### src/rtl/hazard_control_unit_if.sv
// Purpose: bundles the hazard unit's pipeline-side inputs and control outputs into one port.
// Ports  : ID/EX operand and opcode info, branch and memory status in; enables, flushes,
//          sticky memory error flag and performance counters out.
interface hazard_control_unit_if #(
    parameter int CNT_W = 16
);
    logic [4:0]       ID_ADDR1;
    logic [4:0]       ID_ADDR2;
    logic [6:0]       ID_OPCODE;
    logic [4:0]       EXE_ADDR;
    logic             EXE_MEMREAD;
    logic             BJ_TAKEN;
    logic             MEM_REQ;
    logic             MEM_READY;

    logic             PC_EN;
    logic             IFID_EN;
    logic             IDEX_EN;
    logic             EXMEM_EN;
    logic             IFID_FLUSH;
    logic             IDEX_FLUSH;
    logic             MEMWB_FLUSH;
    logic             MEM_ERR;
    logic [CNT_W-1:0] STALL_CNT;
    logic [CNT_W-1:0] FLUSH_CNT;

    // Pipeline side: drives hazard information, consumes control.
    modport master (
        output ID_ADDR1, ID_ADDR2, ID_OPCODE, EXE_ADDR, EXE_MEMREAD,
               BJ_TAKEN, MEM_REQ, MEM_READY,
        input  PC_EN, IFID_EN, IDEX_EN, EXMEM_EN,
               IFID_FLUSH, IDEX_FLUSH, MEMWB_FLUSH,
               MEM_ERR, STALL_CNT, FLUSH_CNT
    );

    // Hazard unit side.
    modport slave (
        input  ID_ADDR1, ID_ADDR2, ID_OPCODE, EXE_ADDR, EXE_MEMREAD,
               BJ_TAKEN, MEM_REQ, MEM_READY,
        output PC_EN, IFID_EN, IDEX_EN, EXMEM_EN,
               IFID_FLUSH, IDEX_FLUSH, MEMWB_FLUSH,
               MEM_ERR, STALL_CNT, FLUSH_CNT
    );
endinterface

### src/rtl/hazard_control_unit.sv
// Purpose: stall/flush controller for the 5-stage RV32I pipeline (load-use, taken branch,
//          data-memory wait, memory timeout halt) with saturating stall/flush counters.
// Latency: enables/flushes are combinational from state + inputs; state and counters update on CLK.
// Ports  : CLK, RESET (sync, active-high), hcu (slave modport of hazard_control_unit_if).
module hazard_control_unit #(
    parameter int CNT_W       = 16,
    parameter int MEM_TIMEOUT = 64
) (
    input  logic                  CLK,
    input  logic                  RESET,
    hazard_control_unit_if.slave  hcu
);

    localparam logic [6:0] OP_JALR   = 7'b1100111;
    localparam logic [6:0] OP_LOAD   = 7'b0000011;
    localparam logic [6:0] OP_STORE  = 7'b0100011;
    localparam logic [6:0] OP_ITYPE  = 7'b0010011;
    localparam logic [6:0] OP_RTYPE  = 7'b0110011;
    localparam logic [6:0] OP_BRANCH = 7'b1100011;

    // Last WAIT_CNT value tolerated before the timeout halt.
    localparam logic [7:0] LP_WAIT_LAST = 8'(MEM_TIMEOUT - 1);

    typedef struct packed {
        logic pc_en;
        logic ifid_en;
        logic idex_en;
        logic exmem_en;
        logic ifid_flush;
        logic idex_flush;
        logic memwb_flush;
    } ctl_t;

    //                                         pc ifid idex exmem | fl_ifid fl_idex fl_memwb
    localparam ctl_t CTL_NORMAL = ctl_t'(7'b1_1_1_1_0_0_0);
    localparam ctl_t CTL_BRANCH = ctl_t'(7'b1_1_1_1_1_1_0);
    localparam ctl_t CTL_LOADUSE= ctl_t'(7'b0_0_1_1_0_1_0);
    localparam ctl_t CTL_FREEZE = ctl_t'(7'b0_0_0_0_0_0_1);
    localparam ctl_t CTL_HALT   = ctl_t'(7'b0_0_0_0_0_0_0);
    localparam ctl_t CTL_RESET  = ctl_t'(7'b0_0_0_0_1_1_1);

    typedef enum logic [1:0] {
        ST_RUN      = 2'd0,
        ST_MEM_WAIT = 2'd1,
        ST_HALT     = 2'd2
    } state_t;

    state_t           r_state;
    state_t           w_state_nxt;
    logic [7:0]       r_wait_cnt;
    logic [7:0]       w_wait_cnt_nxt;
    logic             r_mem_err;
    logic             w_mem_err_nxt;
    logic [CNT_W-1:0] r_stall_cnt;
    logic [CNT_W-1:0] r_flush_cnt;

    logic             w_rs1_used;
    logic             w_rs2_used;
    logic             w_lu;
    logic             w_freeze;
    ctl_t             w_run_ctl;
    ctl_t             w_ctl;

    // Which ID operands are actually read, decided by opcode alone.
    always_comb begin
        w_rs1_used = 1'b0;
        w_rs2_used = 1'b0;
        case (hcu.ID_OPCODE)
            OP_JALR, OP_LOAD, OP_ITYPE: w_rs1_used = 1'b1;
            OP_STORE, OP_RTYPE, OP_BRANCH: begin
                w_rs1_used = 1'b1;
                w_rs2_used = 1'b1;
            end
            default: ;
        endcase
    end

    // x0 is hard-wired zero, so a load targeting it never creates a dependency.
    assign w_lu = hcu.EXE_MEMREAD && (hcu.EXE_ADDR != 5'd0) &&
                  ((w_rs1_used && (hcu.EXE_ADDR == hcu.ID_ADDR1)) ||
                   (w_rs2_used && (hcu.EXE_ADDR == hcu.ID_ADDR2)));

    assign w_freeze = hcu.MEM_REQ && !hcu.MEM_READY;

    // Non-freeze decision: a taken branch squashes the dependent instruction anyway,
    // so it outranks the load-use bubble.
    always_comb begin
        w_run_ctl = CTL_NORMAL;
        if (hcu.BJ_TAKEN) begin
            w_run_ctl = CTL_BRANCH;
        end else if (w_lu) begin
            w_run_ctl = CTL_LOADUSE;
        end
    end

    always_ff @(posedge CLK) begin
        if (RESET) begin
            r_state    <= ST_RUN;
            r_wait_cnt <= 8'd0;
            r_mem_err  <= 1'b0;
        end else begin
            r_state    <= w_state_nxt;
            r_wait_cnt <= w_wait_cnt_nxt;
            r_mem_err  <= w_mem_err_nxt;
        end
    end

    always_comb begin
        w_ctl          = CTL_NORMAL;
        w_state_nxt    = r_state;
        w_wait_cnt_nxt = r_wait_cnt;
        w_mem_err_nxt  = r_mem_err;
        if (RESET) begin
            w_ctl = CTL_RESET;
        end else begin
            case (r_state)
                ST_RUN: begin
                    if (w_freeze) begin
                        w_ctl          = CTL_FREEZE;
                        w_state_nxt    = ST_MEM_WAIT;
                        w_wait_cnt_nxt = 8'd1;
                    end else begin
                        w_ctl = w_run_ctl;
                    end
                end
                ST_MEM_WAIT: begin
                    if (hcu.MEM_READY) begin
                        // Release cycle: the held pipeline advances, including any branch in EX.
                        w_ctl          = w_run_ctl;
                        w_state_nxt    = ST_RUN;
                        w_wait_cnt_nxt = 8'd0;
                    end else begin
                        w_ctl = CTL_FREEZE;
                        if (r_wait_cnt == LP_WAIT_LAST) begin
                            w_mem_err_nxt = 1'b1;
                            w_state_nxt   = ST_HALT;
                        end else begin
                            w_wait_cnt_nxt = r_wait_cnt + 8'd1;
                        end
                    end
                end
                ST_HALT: begin
                    w_ctl = CTL_HALT;
                end
                default: begin
                    w_ctl       = CTL_HALT;
                    w_state_nxt = ST_RUN;
                end
            endcase
        end
    end

    // Outside reset, IFID_FLUSH is only ever raised by a serviced taken branch.
    always_ff @(posedge CLK) begin
        if (RESET) begin
            r_stall_cnt <= '0;
            r_flush_cnt <= '0;
        end else begin
            if ((r_state != ST_HALT) && !w_ctl.pc_en && !(&r_stall_cnt)) begin
                r_stall_cnt <= r_stall_cnt + 1'b1;
            end
            if (w_ctl.ifid_flush && !(&r_flush_cnt)) begin
                r_flush_cnt <= r_flush_cnt + 1'b1;
            end
        end
    end

    assign hcu.PC_EN       = w_ctl.pc_en;
    assign hcu.IFID_EN     = w_ctl.ifid_en;
    assign hcu.IDEX_EN     = w_ctl.idex_en;
    assign hcu.EXMEM_EN    = w_ctl.exmem_en;
    assign hcu.IFID_FLUSH  = w_ctl.ifid_flush;
    assign hcu.IDEX_FLUSH  = w_ctl.idex_flush;
    assign hcu.MEMWB_FLUSH = w_ctl.memwb_flush;
    assign hcu.MEM_ERR     = r_mem_err;
    assign hcu.STALL_CNT   = r_stall_cnt;
    assign hcu.FLUSH_CNT   = r_flush_cnt;

endmodule

### src/flat_wrapper.sv
// flat-port wrapper written by rule: the top's interface ports become plain ports
module hazard_control_unit_flat 
#(
    parameter int CNT_W       = 16,
    parameter int MEM_TIMEOUT = 64
)
  (CLK, RESET, hcu_ID_ADDR1, hcu_ID_ADDR2, hcu_ID_OPCODE, hcu_EXE_ADDR, hcu_EXE_MEMREAD, hcu_BJ_TAKEN, hcu_MEM_REQ, hcu_MEM_READY, hcu_PC_EN, hcu_IFID_EN, hcu_IDEX_EN, hcu_EXMEM_EN, hcu_IFID_FLUSH, hcu_IDEX_FLUSH, hcu_MEMWB_FLUSH, hcu_MEM_ERR, hcu_STALL_CNT, hcu_FLUSH_CNT);
  hazard_control_unit_if #(.CNT_W(CNT_W)) hcu_i ();
  input  logic CLK;
  input  logic RESET;
  input wire logic [$bits(hcu_i.ID_ADDR1)-1:0] hcu_ID_ADDR1;
  input wire logic [$bits(hcu_i.ID_ADDR2)-1:0] hcu_ID_ADDR2;
  input wire logic [$bits(hcu_i.ID_OPCODE)-1:0] hcu_ID_OPCODE;
  input wire logic [$bits(hcu_i.EXE_ADDR)-1:0] hcu_EXE_ADDR;
  input wire logic [$bits(hcu_i.EXE_MEMREAD)-1:0] hcu_EXE_MEMREAD;
  input wire logic [$bits(hcu_i.BJ_TAKEN)-1:0] hcu_BJ_TAKEN;
  input wire logic [$bits(hcu_i.MEM_REQ)-1:0] hcu_MEM_REQ;
  input wire logic [$bits(hcu_i.MEM_READY)-1:0] hcu_MEM_READY;
  output wire logic [$bits(hcu_i.PC_EN)-1:0] hcu_PC_EN;
  output wire logic [$bits(hcu_i.IFID_EN)-1:0] hcu_IFID_EN;
  output wire logic [$bits(hcu_i.IDEX_EN)-1:0] hcu_IDEX_EN;
  output wire logic [$bits(hcu_i.EXMEM_EN)-1:0] hcu_EXMEM_EN;
  output wire logic [$bits(hcu_i.IFID_FLUSH)-1:0] hcu_IFID_FLUSH;
  output wire logic [$bits(hcu_i.IDEX_FLUSH)-1:0] hcu_IDEX_FLUSH;
  output wire logic [$bits(hcu_i.MEMWB_FLUSH)-1:0] hcu_MEMWB_FLUSH;
  output wire logic [$bits(hcu_i.MEM_ERR)-1:0] hcu_MEM_ERR;
  output wire logic [$bits(hcu_i.STALL_CNT)-1:0] hcu_STALL_CNT;
  output wire logic [$bits(hcu_i.FLUSH_CNT)-1:0] hcu_FLUSH_CNT;
  assign hcu_i.ID_ADDR1 = hcu_ID_ADDR1;
  assign hcu_i.ID_ADDR2 = hcu_ID_ADDR2;
  assign hcu_i.ID_OPCODE = hcu_ID_OPCODE;
  assign hcu_i.EXE_ADDR = hcu_EXE_ADDR;
  assign hcu_i.EXE_MEMREAD = hcu_EXE_MEMREAD;
  assign hcu_i.BJ_TAKEN = hcu_BJ_TAKEN;
  assign hcu_i.MEM_REQ = hcu_MEM_REQ;
  assign hcu_i.MEM_READY = hcu_MEM_READY;
  assign hcu_PC_EN = hcu_i.PC_EN;
  assign hcu_IFID_EN = hcu_i.IFID_EN;
  assign hcu_IDEX_EN = hcu_i.IDEX_EN;
  assign hcu_EXMEM_EN = hcu_i.EXMEM_EN;
  assign hcu_IFID_FLUSH = hcu_i.IFID_FLUSH;
  assign hcu_IDEX_FLUSH = hcu_i.IDEX_FLUSH;
  assign hcu_MEMWB_FLUSH = hcu_i.MEMWB_FLUSH;
  assign hcu_MEM_ERR = hcu_i.MEM_ERR;
  assign hcu_STALL_CNT = hcu_i.STALL_CNT;
  assign hcu_FLUSH_CNT = hcu_i.FLUSH_CNT;
  hazard_control_unit #(.CNT_W(CNT_W), .MEM_TIMEOUT(MEM_TIMEOUT)) u_core (.CLK(CLK), .RESET(RESET), .hcu(hcu_i));
endmodule
### config.mk
export PLATFORM = sky130hd
export DESIGN_NAME = hazard_control_unit_flat
export DESIGN_NICKNAME = d
export VERILOG_FILES = /design/src/rtl/hazard_control_unit_if.sv /design/src/rtl/hazard_control_unit.sv /design/src/flat_wrapper.sv
export SDC_FILE = /design/constraint.sdc
export NUM_CORES = 1
export LEC_CHECK = 0
export ABC_AREA = 1
export CAP_MARGIN = 40
export CORE_AREA = 2 2 76 78
export DETAILED_ROUTE_END_ITERATION = 7
export DIE_AREA = 0 0 78 80
export GPL_TIMING_DRIVEN = 0
export PLACE_DENSITY_LB_ADDON = 0.12
export SLEW_MARGIN = 20
export SYNTH_ARGS = -nofsm -noshare
export SYNTH_HDL_FRONTEND = slang
export SYNTH_SLANG_ARGS = --single-unit
export TNS_END_PERCENT = 5
### constraint.sdc
create_clock -name CLK -period 3.5 [get_ports CLK]
set_input_delay 1.05 -clock CLK [delete_from_list [all_inputs] [get_ports CLK]]
set_output_delay 1.05 -clock CLK [all_outputs]
set_load 0.03 [all_outputs]
# Word level (Yosys, flattened, before mapping)
# Cells that the tools add are included.
word_totals:
  out_inout_bits: 40
  elab_cells: 64
  input_bits: 28
  ff_bits: 43
classes:
  n_eq_ne: 15
  n_mux: 16
  n_addsub: 3
  n_reduce_logical: 23
  n_bitwise: 2
ops:
  columns: ["op", "count"]
  rows:
  - ["7-bit 2-to-1 mux", 5]
  - ["16-bit by 1-bit adder with 16-bit output, second input constant", 2]
  - ["16-bit AND reduction", 2]
  - ["8-bit 2-to-1 mux", 3]
  - ["8-bit one-hot mux with 2 select lines", 1]
  - ["7-bit by 6-bit equality test with 1-bit output, second input constant", 2]
  - ["7-bit equality test, second input constant", 2]
  - ["7-bit one-hot mux with 2 select lines", 1]
  - ["5-bit equality test", 2]
  - ["3-bit AND reduction", 3]
  - ["8-bit by 1-bit adder with 8-bit output, second input constant", 1]
  - ["8-bit by 6-bit equality test with 1-bit output, second input constant", 1]
  - ["1-bit logical AND", 8]
  - ["7-bit by 2-bit equality test with 1-bit output, second input constant", 1]
  - ["7-bit by 5-bit equality test with 1-bit output, second input constant", 1]
  - ["2-bit 2-to-1 mux", 3]
  - ["2-bit one-hot mux with 3 select lines", 1]
  - ["6-bit OR reduction", 1]
  - ["5-bit nonzero test", 1]
  - ["1-bit logical NOT", 4]
  - ["3-bit by 2-bit != test with 1-bit output, second input constant", 1]
  - ["3-bit != test, second input constant", 1]
  - ["3-bit OR reduction", 1]
  - ["2-bit by 1-bit equality test with 1-bit output, second input constant", 1]
  - ["other kinds (8)", 10]

# Depth between registers and ports, before layout
depth:
  ltp_word: 14
  depth_mapped: 13
  ltp_nobuf: 13

# Worst setup path after synthesis
# Ideal clock, no wire load.
synth_path:
  kind: "in2out"
  start: "input hcu_MEM_READY"
  end: "output hcu_PC_EN"
  t_required_ns: 2.450
  cell_stages: 10
  setup_slack_ns: -0.210
  n_path_buf: 2
  arrival_time_ns: 2.660
  path_cell_list: "inv_1 -> nand2_1 -> nand2_1 -> nand2_1 -> inv_2 -> nor2_1 -> nand2_2 -> buf_4 -> inv_1 -> buf_4"
synth_between:
  elab_chain_cells: 5
  word_cells_on_any_way: 6
  cone_classes: "4 x mux; 2 x reduce/logical"
synth_lines:
  columns: ["element", "line", "rtl"]
  rows:
  - ["from (decl)", "flat_wrapper.sv:18", "input wire logic [$bits(hcu_i.MEM_READY)-1:0] hcu_MEM_READY;"]
  - ["1-bit logical NOT", "hazard_control_unit.sv:83", "assign w_freeze = hcu.MEM_REQ && !hcu.MEM_READY;"]
  - ["1-bit logical AND", "hazard_control_unit.sv:83", null]
  - ["7-bit 2-to-1 mux", "hazard_control_unit.sv:118", "if (w_freeze) begin"]
  - ["7-bit one-hot mux with 2 select lines (*)", "hazard_control_unit.sv:116", "case (r_state)"]
  - ["7-bit 2-to-1 mux (*)", "hazard_control_unit.sv:113", "if (RESET) begin"]
  - ["to (decl)", "flat_wrapper.sv:19", "output wire logic [$bits(hcu_i.PC_EN)-1:0] hcu_PC_EN;"]
# Every way passes the cells marked *; elsewhere a longest branch is shown, timed or not.

# Final worst setup path
layout_path:
  start: "input hcu_ID_ADDR2[1]"
  end: "output hcu_PC_EN"
layout_between:
  elab_chain_cells: 9
  word_cells_on_any_way: 10
  cone_classes: "1 x eq/ne; 6 x mux; 3 x reduce/logical"
layout_lines:
  columns: ["element", "line", "rtl"]
  rows:
  - ["from (decl)", "flat_wrapper.sv:12", "input wire logic [$bits(hcu_i.ID_ADDR2)-1:0] hcu_ID_ADDR2;"]
  - ["5-bit equality test (*)", "hazard_control_unit.sv:81", "(w_rs2_used && (hcu.EXE_ADDR == hcu.ID_ADDR2)));"]
  - ["1-bit logical AND (*)", "hazard_control_unit.sv:81", null]
  - ["1-bit logical OR (*)", "hazard_control_unit.sv:80", "((w_rs1_used && (hcu.EXE_ADDR == hcu.ID_ADDR1)) ||"]
  - ["1-bit logical AND (*)", "hazard_control_unit.sv:79", "assign w_lu = hcu.EXE_MEMREAD && (hcu.EXE_ADDR != 5'd0) &&"]
  - ["7-bit 2-to-1 mux (*)", "hazard_control_unit.sv:91", "end else if (w_lu) begin"]
  - ["7-bit 2-to-1 mux (*)", "hazard_control_unit.sv:89", "if (hcu.BJ_TAKEN) begin"]
  - ["7-bit 2-to-1 mux (on tied branches)", "hazard_control_unit.sv:127, hazard_control_unit.sv:118", null]
  - ["7-bit one-hot mux with 2 select lines (*)", "hazard_control_unit.sv:116", null]
  - ["7-bit 2-to-1 mux (*)", "hazard_control_unit.sv:113", null]
# Marked as above.

==> impl_results.md <==
- Status: finished clean
- # setup viols final: 0
- VDD IR max: 0.0002363 V
- Net Sw Power: 285.6 µW
- R2r worst-path depth: 5
- CTS root buf: clkbuf_8
- P_int: 784.8 µW
- Vias/cell: 5.023
- Site row count: 27
- Worst slew margin relative to its limit: 0.4801
- P per Cell Area: 303.4 nW/µm²
- Initial antenna violation count: 0
- DP Worst Slack: -0.8407 ns
- Multi-input logic area: 1528 µm²
- RSZ-0062 raised after global routing: true
- Netlist Area Pre-Place: 2610 µm²
- Design area: 3528 µm²
- Critical path arrival: 2.39 ns
- Gate Count Post-Synth: 388
- Fmax: 0.2908 GHz
- Post-CTS Hold Buffers: 0
- # diodes: 0
- Share of layout cells above drive strength 1: 0.09111
- Die W: 78 µm
- Biggest area consumer among synthesized cells: dfxtp_1
- DP Area: 3363 µm²
- Ports: 68
- # clock sinks: 43
- CTS Buffer Depth: 2
- Crit Path Class: in -> out
- WL per Instance: 12.25 µm
- Setup Skew: 0.01032 ns
- Setup WS post-layout: 0.06074 ns
- Initial cell density of the core: 0.4829
- Yosys warning count: 0
- Leakage power: 1.431 nW
- Non-Filler Instances: 533
- Final wirelength: 6530 µm
- Commonest non-fill, non-tap cell in the layout: nand2_1
- Worst path required time: 2.45 ns
- Crit path time final: 3.439 ns
- Flop pwr share: 0.475
- Final worst path period share: 0.9826
- Fin nets: 492
- Post-DP HPWL: 4815 µm
- Placed cells: 526
- Die area: 6240 µm²
- Worst min-delay path class: reg -> reg
- Max Cap Viol: 0
- Clk pwr share: 0.353
- Synth area leaders: dfxtp_1 (33%), nand2_1 (12%), inv_1 (7.2%), nor2_1 (6.9%), a21oi_1 (6.1%)
- Commonest non-fill, non-tap cells in the layout: nand2_1 (78), inv_1 (49), nor2_1 (46)
- Register area: 860.8 µm²
- GP Congestion: 0.8877
- Logic pwr share: 0.172
- Yosys reg bits: 43
- Drt pass-1 iters: 4
- Measured slew at the worst slew-check pin: 0.7728 ns
- # fillers: 503
- Number of buffers added on ports: 66
- CP max FO: 2
- Remaining Overflow, GRT: 0
- Via count: 2677
- Final Hold Viols: 0
- Clk_lat worst skew: 0.29 ns
- Global-route wire length before repair: 10740 µm
- Crit path launch type: input pin
- Max Transition Viols Final: 0
- Post-synth top area share: 0.3298
- CTS tree: done
- Iteration-0 DRC Markers: 88
- GRT Total Usage: 0.2113
- Core Area: 5405 µm²
- Layout area overhead: 35.19%
- Syn Nets: 419
- Sequential area share after synthesis: 0.3298
- Sw Share: 0.2668
- Worst hold path depth: 2
- H-tree level count: 2
- Crit. End Element: output port
- Synth Area per Inst: 6.727 µm²
- Die Span Y: 80 µm
- Final setup TNS: 0 ns
- Vias in the first global route: 2465
- CTS buffer count: 5
- ANT nets after route: 0
- Worst-path clk slew: 0.08 ns
- Pin count of the biggest net entering global routing: 17
- DRC: 0
- Distinct cell type count after synthesis: 34
## repair_timing
action | CTS | global route
pin swaps | 3 | 16
endpoints found under the setup margin | 7 | 6
resized for setup | 33 | 27
hold endpoints to repair | 0 | 0
setup buffers | 1 | 0
## state kept, by name, indices dropped and copies added, names as in the netlist
name	flops
u_core.hcu.FLUSH_CNT	16
u_core.hcu.STALL_CNT	16
u_core.r_state	2
u_core.hcu.MEM_ERR	1
u_core.r_wait_cnt	8
## final cells by class
cell class	instances	share of cell area
repair buffers	67	0.1972
multi-input cells	282	0.4330
clock inverters	1	0.008511
well taps	72	0.02553
clock buffers	6	0.02057
inverters	52	0.05532
plain buffers	10	0.01596
flip-flops and latches	43	0.2440
## power groups by stage
stage                     clock, mW  sequential, mW  combinational [mW]
after global placement            0           0.519               0.184
after detailed placement          0           0.519               0.186
final                         0.378           0.508               0.184
after CTS                     0.385           0.508               0.185
after global routing          0.404           0.510               0.203
after floorplan                   0           0.532              0.0933
## Yosys cell counts
cell and instances:
o21a_1 1, nand2_4 1, ha_1 3, nor3b_1 2, inv_2 2, nor4_1 3
o221a_2 1, buf_6 1, a21boi_1 1, a31o_2 1, a221oi_1 1, buf_4 3
or2_2 1, xnor2_1 12, o21ai_0 12, buf_1 1, nor3_1 17, clkbuf_1 4
nand2_1 81, a211oi_1 1, nor2_1 48, nand3_4 1, dfxtp_1 43, a21oi_1 32
o21ai_4 1, nand4_1 17, nand4_4 1, nor3_2 2, nand2_2 2, inv_1 50
nand3_1 26, buf_2 2, xor2_1 13, nor3b_4 1
## critical path, stage by stage
cell	delay, ns
clkdlybuf4s50_1	0.47
xnor2_1	0.12
nand2_1	0.07
nor2_1	0.08
nand2_1	0.06
nand2_2	0.08
nand3_2	0.08
nand2_4	0.09
inv_2	0.04
buf_4	0.12
buf_6	0.13
## worst paths after layout
kind                                         startpoint                        to  slack, ns
worst max register to register  u_core.hcu.FLUSH_CNT[0]  u_core.hcu.FLUSH_CNT[12]       1.55
worst min-delay path                 u_core.hcu.MEM_ERR        u_core.hcu.MEM_ERR       0.46
worst min register to register       u_core.hcu.MEM_ERR        u_core.hcu.MEM_ERR       0.46
worst max-delay path                    hcu_ID_ADDR2[1]                 hcu_PC_EN       0.06
## cell families after synthesis
kind of cell / share of synthesized area
fa+ha+maj: 0.01438
buf+inv: 0.09875
compound gates: 0.1103
simple gates: 0.3629
flops: 0.3298
xor+xnor: 0.08389
## stage by stage
| stage | util | power [mW] | hold WS [ns] |
|---|---|---|---|
| after floorplan | - | 0.6250 | 0.4579 |
| after global placement | 0.6222 | 0.7031 | 0.4418 |
| after detailed placement | 0.6222 | 0.7055 | 0.4451 |
| after CTS | 0.6419 | 1.078 | 0.4570 |
| after global routing | 0.6528 | 1.116 | 0.5053 |
| final | 0.6528 | 1.070 | 0.4554 |
## per-layer routing
layer / up-vias / wire length, µm / global-route usage
li1: 1407 / - / -
met3: 5 / 273 / 0.03507
met1: 1212 / 3001 / 0.2575
met2: 53 / 3201 / 0.3810
met5: - / 0 / 0
met4: 0 / 53 / 0.06316
Power figures use the tool's default switching activity.
